`src/rtl/wb_sram_arb_pkg.sv`:
```
// Shared types and helpers for the multi-master Wishbone-to-SRAM arbiter.
package wb_sram_arb_pkg;

  // Access sequencer states: one SRAM cycle per beat, then ACK, then a
  // one-cycle look at the owner's request to decide on burst continuation.
  typedef enum logic [1:0] {
    IDLE   = 2'd0,
    ACCESS = 2'd1,
    RESP   = 2'd2,
    HOLD   = 2'd3
  } state_t;

  localparam int WB_ADR_WIDTH   = 32;
  localparam int MAX_MASTERS    = 4;
  localparam int BEAT_CNT_WIDTH = 4;

  // Number of byte-offset bits dropped from a Wishbone byte address.
  function automatic int byte_shift(input int data_width);
    return (data_width == 64) ? 3 : 2;
  endfunction

  // Round-robin pick: first requester at or above ptr, wrapping at n.
  function automatic logic [1:0] rr_pick(input logic [MAX_MASTERS-1:0] req,
                                         input logic [1:0] ptr,
                                         input int n);
    logic [1:0] win;
    logic       found;
    int         idx;
    win   = ptr;
    found = 1'b0;
    for (int i = 0; i < MAX_MASTERS; i++) begin
      idx = (int'(ptr) + i) % n;
      if (i < n && !found && req[idx[1:0]]) begin
        win   = idx[1:0];
        found = 1'b1;
      end
    end
    return win;
  endfunction

endpackage

```
`src/rtl/wb_sram_rr_arbiter.sv`:
```
// Round-robin winner select with a registered priority pointer.
module wb_sram_rr_arbiter
  import wb_sram_arb_pkg::*;
#(
  parameter int N  = 2,
  parameter int GW = (N > 1) ? $clog2(N) : 1
) (
  input  logic          clk,
  input  logic          rst,
  input  logic [N-1:0]  i_req,
  input  logic          i_advance,
  input  logic [GW-1:0] i_gnt,
  output logic [GW-1:0] o_winner
);

  logic [GW-1:0] r_ptr;

  assign o_winner = GW'(rr_pick(MAX_MASTERS'(i_req), 2'(r_ptr), N));

  // Move priority to the master after the one just released.
  always_ff @(posedge clk or posedge rst) begin
    if (rst) begin
      r_ptr <= '0;
    end else if (i_advance) begin
      r_ptr <= (i_gnt == GW'(N - 1)) ? '0 : i_gnt + 1'b1;
    end
  end

endmodule

```
`src/rtl/wb_sram_arbiter.sv`:
```
// Shares one byte-enable SRAM between several Wishbone masters with
// round-robin arbitration and a bounded number of beats per grant.
module wb_sram_arbiter
  import wb_sram_arb_pkg::*;
#(
  parameter int ADDRESS_WIDTH = 10,
  parameter int DATA_WIDTH    = 32,
  parameter int N_MASTERS     = 2,
  parameter int MAX_BURST     = 4
) (
  input  logic                                     clk,
  input  logic                                     rst,
  input  logic [N_MASTERS-1:0]                     i_wb_cyc,
  input  logic [N_MASTERS-1:0]                     i_wb_stb,
  input  logic [N_MASTERS-1:0]                     i_wb_we,
  input  logic [N_MASTERS-1:0][WB_ADR_WIDTH-1:0]   i_wb_adr,
  input  logic [N_MASTERS-1:0][DATA_WIDTH/8-1:0]   i_wb_sel,
  input  logic [N_MASTERS-1:0][DATA_WIDTH-1:0]     i_wb_dat_w,
  output logic [N_MASTERS-1:0]                     o_wb_ack,
  output logic [N_MASTERS-1:0][DATA_WIDTH-1:0]     o_wb_dat_r,
  output logic [N_MASTERS-1:0]                     o_wb_err,
  output logic [N_MASTERS-1:0]                     o_wb_tgd_r,
  output logic [ADDRESS_WIDTH-1:0]                 o_sram_addr,
  output logic                                     o_sram_read_en,
  output logic                                     o_sram_write_en,
  output logic [DATA_WIDTH/8-1:0]                  o_sram_byte_en,
  output logic [DATA_WIDTH-1:0]                    o_sram_write_data,
  input  logic [DATA_WIDTH-1:0]                    i_sram_read_data
);

  localparam int B  = byte_shift(DATA_WIDTH);
  localparam int GW = (N_MASTERS > 1) ? $clog2(N_MASTERS) : 1;
  localparam int CW = BEAT_CNT_WIDTH;

  state_t                    r_state;
  logic [GW-1:0]             r_gnt;
  logic [CW-1:0]             r_beat_cnt;
  logic [N_MASTERS-1:0]      r_ack;
  logic [ADDRESS_WIDTH-1:0]  r_addr;
  logic                      r_read_en;
  logic                      r_write_en;
  logic [DATA_WIDTH/8-1:0]   r_byte_en;
  logic [DATA_WIDTH-1:0]     r_write_data;

  logic [N_MASTERS-1:0]      w_req;
  logic [GW-1:0]             w_winner;
  logic [GW-1:0]             w_cap_idx;
  logic [WB_ADR_WIDTH-1:0]   w_cap_adr;
  logic                      w_gnt_cyc;
  logic                      w_gnt_req;
  logic                      w_continue;
  logic                      w_resp_drop;
  logic                      w_take;
  logic                      w_advance;
  logic                      w_unused_adr;

  // A request needs both CYC and STB; CYC alone holds nothing.
  assign w_req       = i_wb_cyc & i_wb_stb;
  assign w_gnt_cyc   = i_wb_cyc[r_gnt];
  assign w_gnt_req   = w_req[r_gnt];
  assign w_continue  = w_gnt_req && (r_beat_cnt < CW'(MAX_BURST - 1));
  // No ACK pending means the owner already left during ACCESS.
  assign w_resp_drop = !(|r_ack) || !w_gnt_cyc;
  assign w_take      = ((r_state == IDLE) && (|w_req)) || ((r_state == HOLD) && w_continue);
  assign w_advance   = ((r_state == RESP) && w_resp_drop) || ((r_state == HOLD) && !w_continue);
  // New grants capture from the winner, burst beats from the current owner.
  assign w_cap_idx   = (r_state == IDLE) ? w_winner : r_gnt;
  assign w_cap_adr   = i_wb_adr[w_cap_idx];
  assign w_unused_adr = ^{w_cap_adr[WB_ADR_WIDTH-1:ADDRESS_WIDTH+B], w_cap_adr[B-1:0]};

  wb_sram_rr_arbiter #(
    .N  (N_MASTERS),
    .GW (GW)
  ) u_arb (
    .clk       (clk),
    .rst       (rst),
    .i_req     (w_req),
    .i_advance (w_advance),
    .i_gnt     (r_gnt),
    .o_winner  (w_winner)
  );

  // Access sequencer: capture, one SRAM cycle, one ACK, then burst decision.
  always_ff @(posedge clk or posedge rst) begin
    if (rst) begin
      r_state      <= IDLE;
      r_gnt        <= '0;
      r_beat_cnt   <= '0;
      r_ack        <= '0;
      r_addr       <= '0;
      r_read_en    <= 1'b0;
      r_write_en   <= 1'b0;
      r_byte_en    <= '0;
      r_write_data <= '0;
    end else begin
      r_read_en  <= 1'b0;
      r_write_en <= 1'b0;
      r_ack      <= '0;
      if (w_take) begin
        r_addr       <= w_cap_adr[ADDRESS_WIDTH-1+B:B];
        r_byte_en    <= i_wb_sel[w_cap_idx];
        r_write_data <= i_wb_dat_w[w_cap_idx];
        r_read_en    <= !i_wb_we[w_cap_idx];
        r_write_en   <= i_wb_we[w_cap_idx];
      end
      case (r_state)
        IDLE: begin
          if (|w_req) begin
            r_gnt      <= w_winner;
            r_beat_cnt <= '0;
            r_state    <= ACCESS;
          end
        end
        ACCESS: begin
          if (w_gnt_cyc) begin
            r_ack[r_gnt] <= 1'b1;
          end
          r_state <= RESP;
        end
        RESP: begin
          r_state <= w_resp_drop ? IDLE : HOLD;
        end
        HOLD: begin
          if (w_continue) begin
            r_beat_cnt <= r_beat_cnt + 1'b1;
            r_state    <= ACCESS;
          end else begin
            r_state <= IDLE;
          end
        end
        default: r_state <= IDLE;
      endcase
    end
  end

  assign o_sram_addr       = r_addr;
  assign o_sram_read_en    = r_read_en;
  assign o_sram_write_en   = r_write_en;
  assign o_sram_byte_en    = r_byte_en;
  assign o_sram_write_data = r_write_data;

  // Per-port responses: ACK only to a master still holding CYC, data only to the owner.
  genvar gi;
  generate
    for (gi = 0; gi < N_MASTERS; gi++) begin : g_port
      assign o_wb_ack[gi]   = r_ack[gi] & i_wb_cyc[gi];
      assign o_wb_dat_r[gi] = (r_gnt == GW'(gi)) ? i_sram_read_data : '0;
      assign o_wb_err[gi]   = 1'b0;
      assign o_wb_tgd_r[gi] = 1'b0;
    end
  endgenerate

endmodule

```
`config.mk`:
```
export PLATFORM = sky130hd
export DESIGN_NAME = wb_sram_arbiter
export DESIGN_NICKNAME = d
export VERILOG_FILES = /design/src/rtl/wb_sram_arb_pkg.sv /design/src/rtl/wb_sram_rr_arbiter.sv /design/src/rtl/wb_sram_arbiter.sv
export SDC_FILE = /design/constraint.sdc
export NUM_CORES = 1
export LEC_CHECK = 0
export CAP_MARGIN = 20
export CORE_AREA = 2 2 116 118
export CTS_CLUSTER_SIZE = 14
export DETAILED_ROUTE_END_ITERATION = 10
export DIE_AREA = 0 0 118 120
export PLACE_DENSITY = 0.72
export SYNTH_ARGS = -nofsm -noshare
export SYNTH_HDL_FRONTEND = slang
export SYNTH_HIERARCHICAL = 1
export SYNTH_SLANG_ARGS = --single-unit
```
`constraint.sdc`:
```
create_clock -name clk -period 1.9 [get_ports clk]
set_input_delay 0.285 -clock clk [delete_from_list [all_inputs] [get_ports clk]]
set_output_delay 0.285 -clock clk [all_outputs]
set_load 0.005 [all_outputs]
```
==> results.md <==
- Sequential fraction of the synthesis area: 0.423
- Power density over the cells: between 1500 and 2000 nW/um2
- R2R Setup Slk: -0.11 ns
- Syn Area/Cell: 12.3 um2
- WL final: between 10 and 15 mm
- First-pass GRT wire length: roughly 19 mm
- Congestion Overflow GR: 0
- Min Tclk post-route: between 2 and 2.5 ns
- Synth top area share: 0.423
- Placeable Area: 13,000 um2
- RePlAce Congestion: between 0.8 and 0.9
- Failing checks: negative setup slack
- Clk root buf: clkbuf_16
- Share of cells above drive strength 1: 0.306
- Post-DR wirelength/cell: approximately 18 um
- Vias in the first global route: ~3.5k
- Post-synth cell types: 29
- Worst-path cell with the longest stage delay: dfrtp_1
- Crit end category: flip-flop
- Fin. Hold Viols: 0
- Max Cap Violations: 0
- Crit-path cells: maj3_2 -> mux2i_4 -> buf_6 -> buf_12 -> clkbuf_16 -> mux2_4 -> mux2_4
- Post-Syn Area: roughly 3400 um2
- Critical Setup Path Class: reg2reg
- Largest net degree at the start of global routing: 49
- Multi-input gate area: between 2000 and 2500 um2
- Antenna-violating nets left: 0
- Crit-path most repeated cell: mux2_4
- Clock slew at reported path FFs: about 0.050 ns
- Yosys reg bits: 58
- Bufs on Longest Clock Path: 2
- RSZ-0062 raised after global routing: true
- Worst endpoint required time: between 2 and 2.5 ns
- CP Launch Type: flip-flop
- Initial Util: 0.264
- Sequential cell area: roughly 1500 um2
- DRC viols: 0
- Cell Rows: between 40 and 50
- Final setup fails: just over 50
- Vias per inst: 4.41
- Fin worst setup slack: -0.110 ns
- Final slew viol count: 0
- Hold Slack: 0.186 ns
- Nets@finish: roughly 740
- Die X: around 120 um
- Initial drt markers: 99
- Commonest non-fill, non-tap cell in the layout: clkdlybuf4s50_1
- CP Data Arrival Time: between 2 and 2.5 ns
- Static Leak: about 3.7 nW
- CTS Buf Count: 9
- Crit Path Max Fanout: 4
- Number of synthesized flops with an enable pin: 0
- Clk sinks: 58
- Critical Path Max Stage Delay: 0.39 ns
- Post-synth ARST share: 1.00
- Final Core Density: 0.554
- Drt first pass iters: 4
- Total global-route track usage: 0.170
- Pwr Total: 10.9 mW
- H-tree Lvls: 3
- FMAX: ~0.50 GHz
- Detailed placement HPWL: 8.65 mm
- Largest area contributor in the netlist: dfrtp_1
- Most frequent cells in the layout: clkdlybuf4s50_1 (178), mux2_4 (74), dfrtp_1 (57)
- Layout area overhead: 110%
- Peak VDD IR: 0.593 mV
- Fill cell count: between 1k and 1.5k
- Die height: about 120 um
- CTS tree: done
- Antenna diodes: 0
- DIE AREA: 14,200 um2
- Clock latency on the worst-skew pair: around 0.33 ns
- DR vias: 3,288
- Fin Clk Skew: about 0.0064 ns
- Min-delay worst type: in2async
- Synthesis Warnings: 6
- Status: finished with violations
- IO Pins: about 290
- Ys flop type: dfrtp_1
- Final period util: 1.06
- Initial antenna violation count: 0
- Ranking of synthesized cells by area: dfrtp_1 (42%), mux2_1 (16%), mux2_4 (13%)
- Port Buffers: ~250
- Post-Syn Instances: 280
[cell usage after synthesis (3+ instances only)]
| library cell | number |
|---|---|
| mux2_4 | 29 |
| nor2b_1 | 32 |
| a21oi_1 | 3 |
| nor2_1 | 4 |
| o21ai_0 | 3 |
| dfrtp_1 | 58 |
| buf_6 | 8 |
| buf_4 | 4 |
| mux2_1 | 49 |
| clkbuf_1 | 7 |
| inv_1 | 5 |
| and2_1 | 40 |
| nand2_1 | 5 |
| mux2_2 | 15 |
[per-layer routing]
layer / up-vias / GRT usage / part of all wire / wire length, um
li1: 1513 / - / - / -
met2: 167 / 0.304 / 0.52 / 6830
met5: - / 0 / 0 / 0
met1: 1593 / 0.190 / 0.38 / 4970
met4: 0 / 0.0700 / 0.021 / 272
met3: 15 / 0.0471 / 0.074 / 971
[flip-flops by register name, indices dropped and copies added (netlist names)]
register	flops
o_sram_write_data	32
r_ack	2
o_sram_byte_en	4
r_beat_cnt	4
r_state	2
r_gnt	1
o_sram_addr	10
o_sram_write_en	1
o_sram_read_en	1
u_arb/r_ptr	1
[timing repair]
action,CTS,global route
hold buffers,0,0
gates resized for setup,70,88
setup endpoints to repair,110,87
pin swaps,2,1
cloned,6,6
buffers inserted,6,9
[cell families after synthesis]
logic type	count (synthesis)	share of synthesized area
flip-flops	58	0.423
adder cells (fa/ha/maj)	2	0.00693
AND/OR/NAND/NOR	89	0.158
multiplexers	95	0.343
buffers and inverters	26	0.0510
other	1	0.00109
AO/OA/AOI/OAI	9	0.0171
[critical path: cells and delay by family, from the launching register on]
kind / cells / cell delay [ns]
fa+ha+maj: 1 / 0.33
buf+inv: 3 / 0.42
flops: 1 / 0.39
mux: 3 / 0.73
[area by class of cell]
cell class                      instances  area share
Sequential cell                        58       0.202
Clock buffer                           11      0.0337
Tap cell                              176      0.0306
Inverter                                5     0.00261
Multi-Input combinational cell        199       0.284
Clock inverter                          5     0.00748
Timing Repair Buffer                  291       0.439
[path summary, 6_finish.rpt]
path / end / depth (start not counted) / start
worst max-delay path: o_sram_write_data[11]$_DFFE_PP0P_ / 7 / u_arb/r_ptr$_DFFE_PP0P_
worst min-delay path: u_arb/r_ptr$_DFFE_PP0P_ / 2 / rst
worst max register to register: o_sram_write_data[11]$_DFFE_PP0P_ / 7 / u_arb/r_ptr$_DFFE_PP0P_
worst min register to register: o_sram_byte_en[1]$_DFFE_PP0P_ / 1 / o_sram_byte_en[1]$_DFFE_PP0P_
max in group asynchronous: r_gnt$_DFFE_PP0P_ / 3 / rst
min in group clk: r_ack[0]$_DFF_PP0_ / 4 / i_wb_cyc[0]
[stage by stage]
step,worst slack [ns],TNS [ns],area [um2],std cells
2_1_floorplan,-0.0290,-0.795,3510,283
3_3_place_gp,-0.602,-26.59,6210,702
3_5_place_dp,-0.658,-29.08,6210,702
4_1_cts,-0.119,-4.16,6840,730
5_1_grt,-0.155,-5.92,7200,745
6_report,-0.110,-3.65,7200,745
[power breakdown]
part,leakage [nW],internal (mW),switching [mW],total [mW]
registers,0.696,1.82,0.360,2.18
clock network,0.149,1.04,0.557,1.60
logic,2.84,4.76,2.36,7.12
total,3.69,7.63,3.28,10.9
No activity file was read; power rests on OpenSTA's default activity.
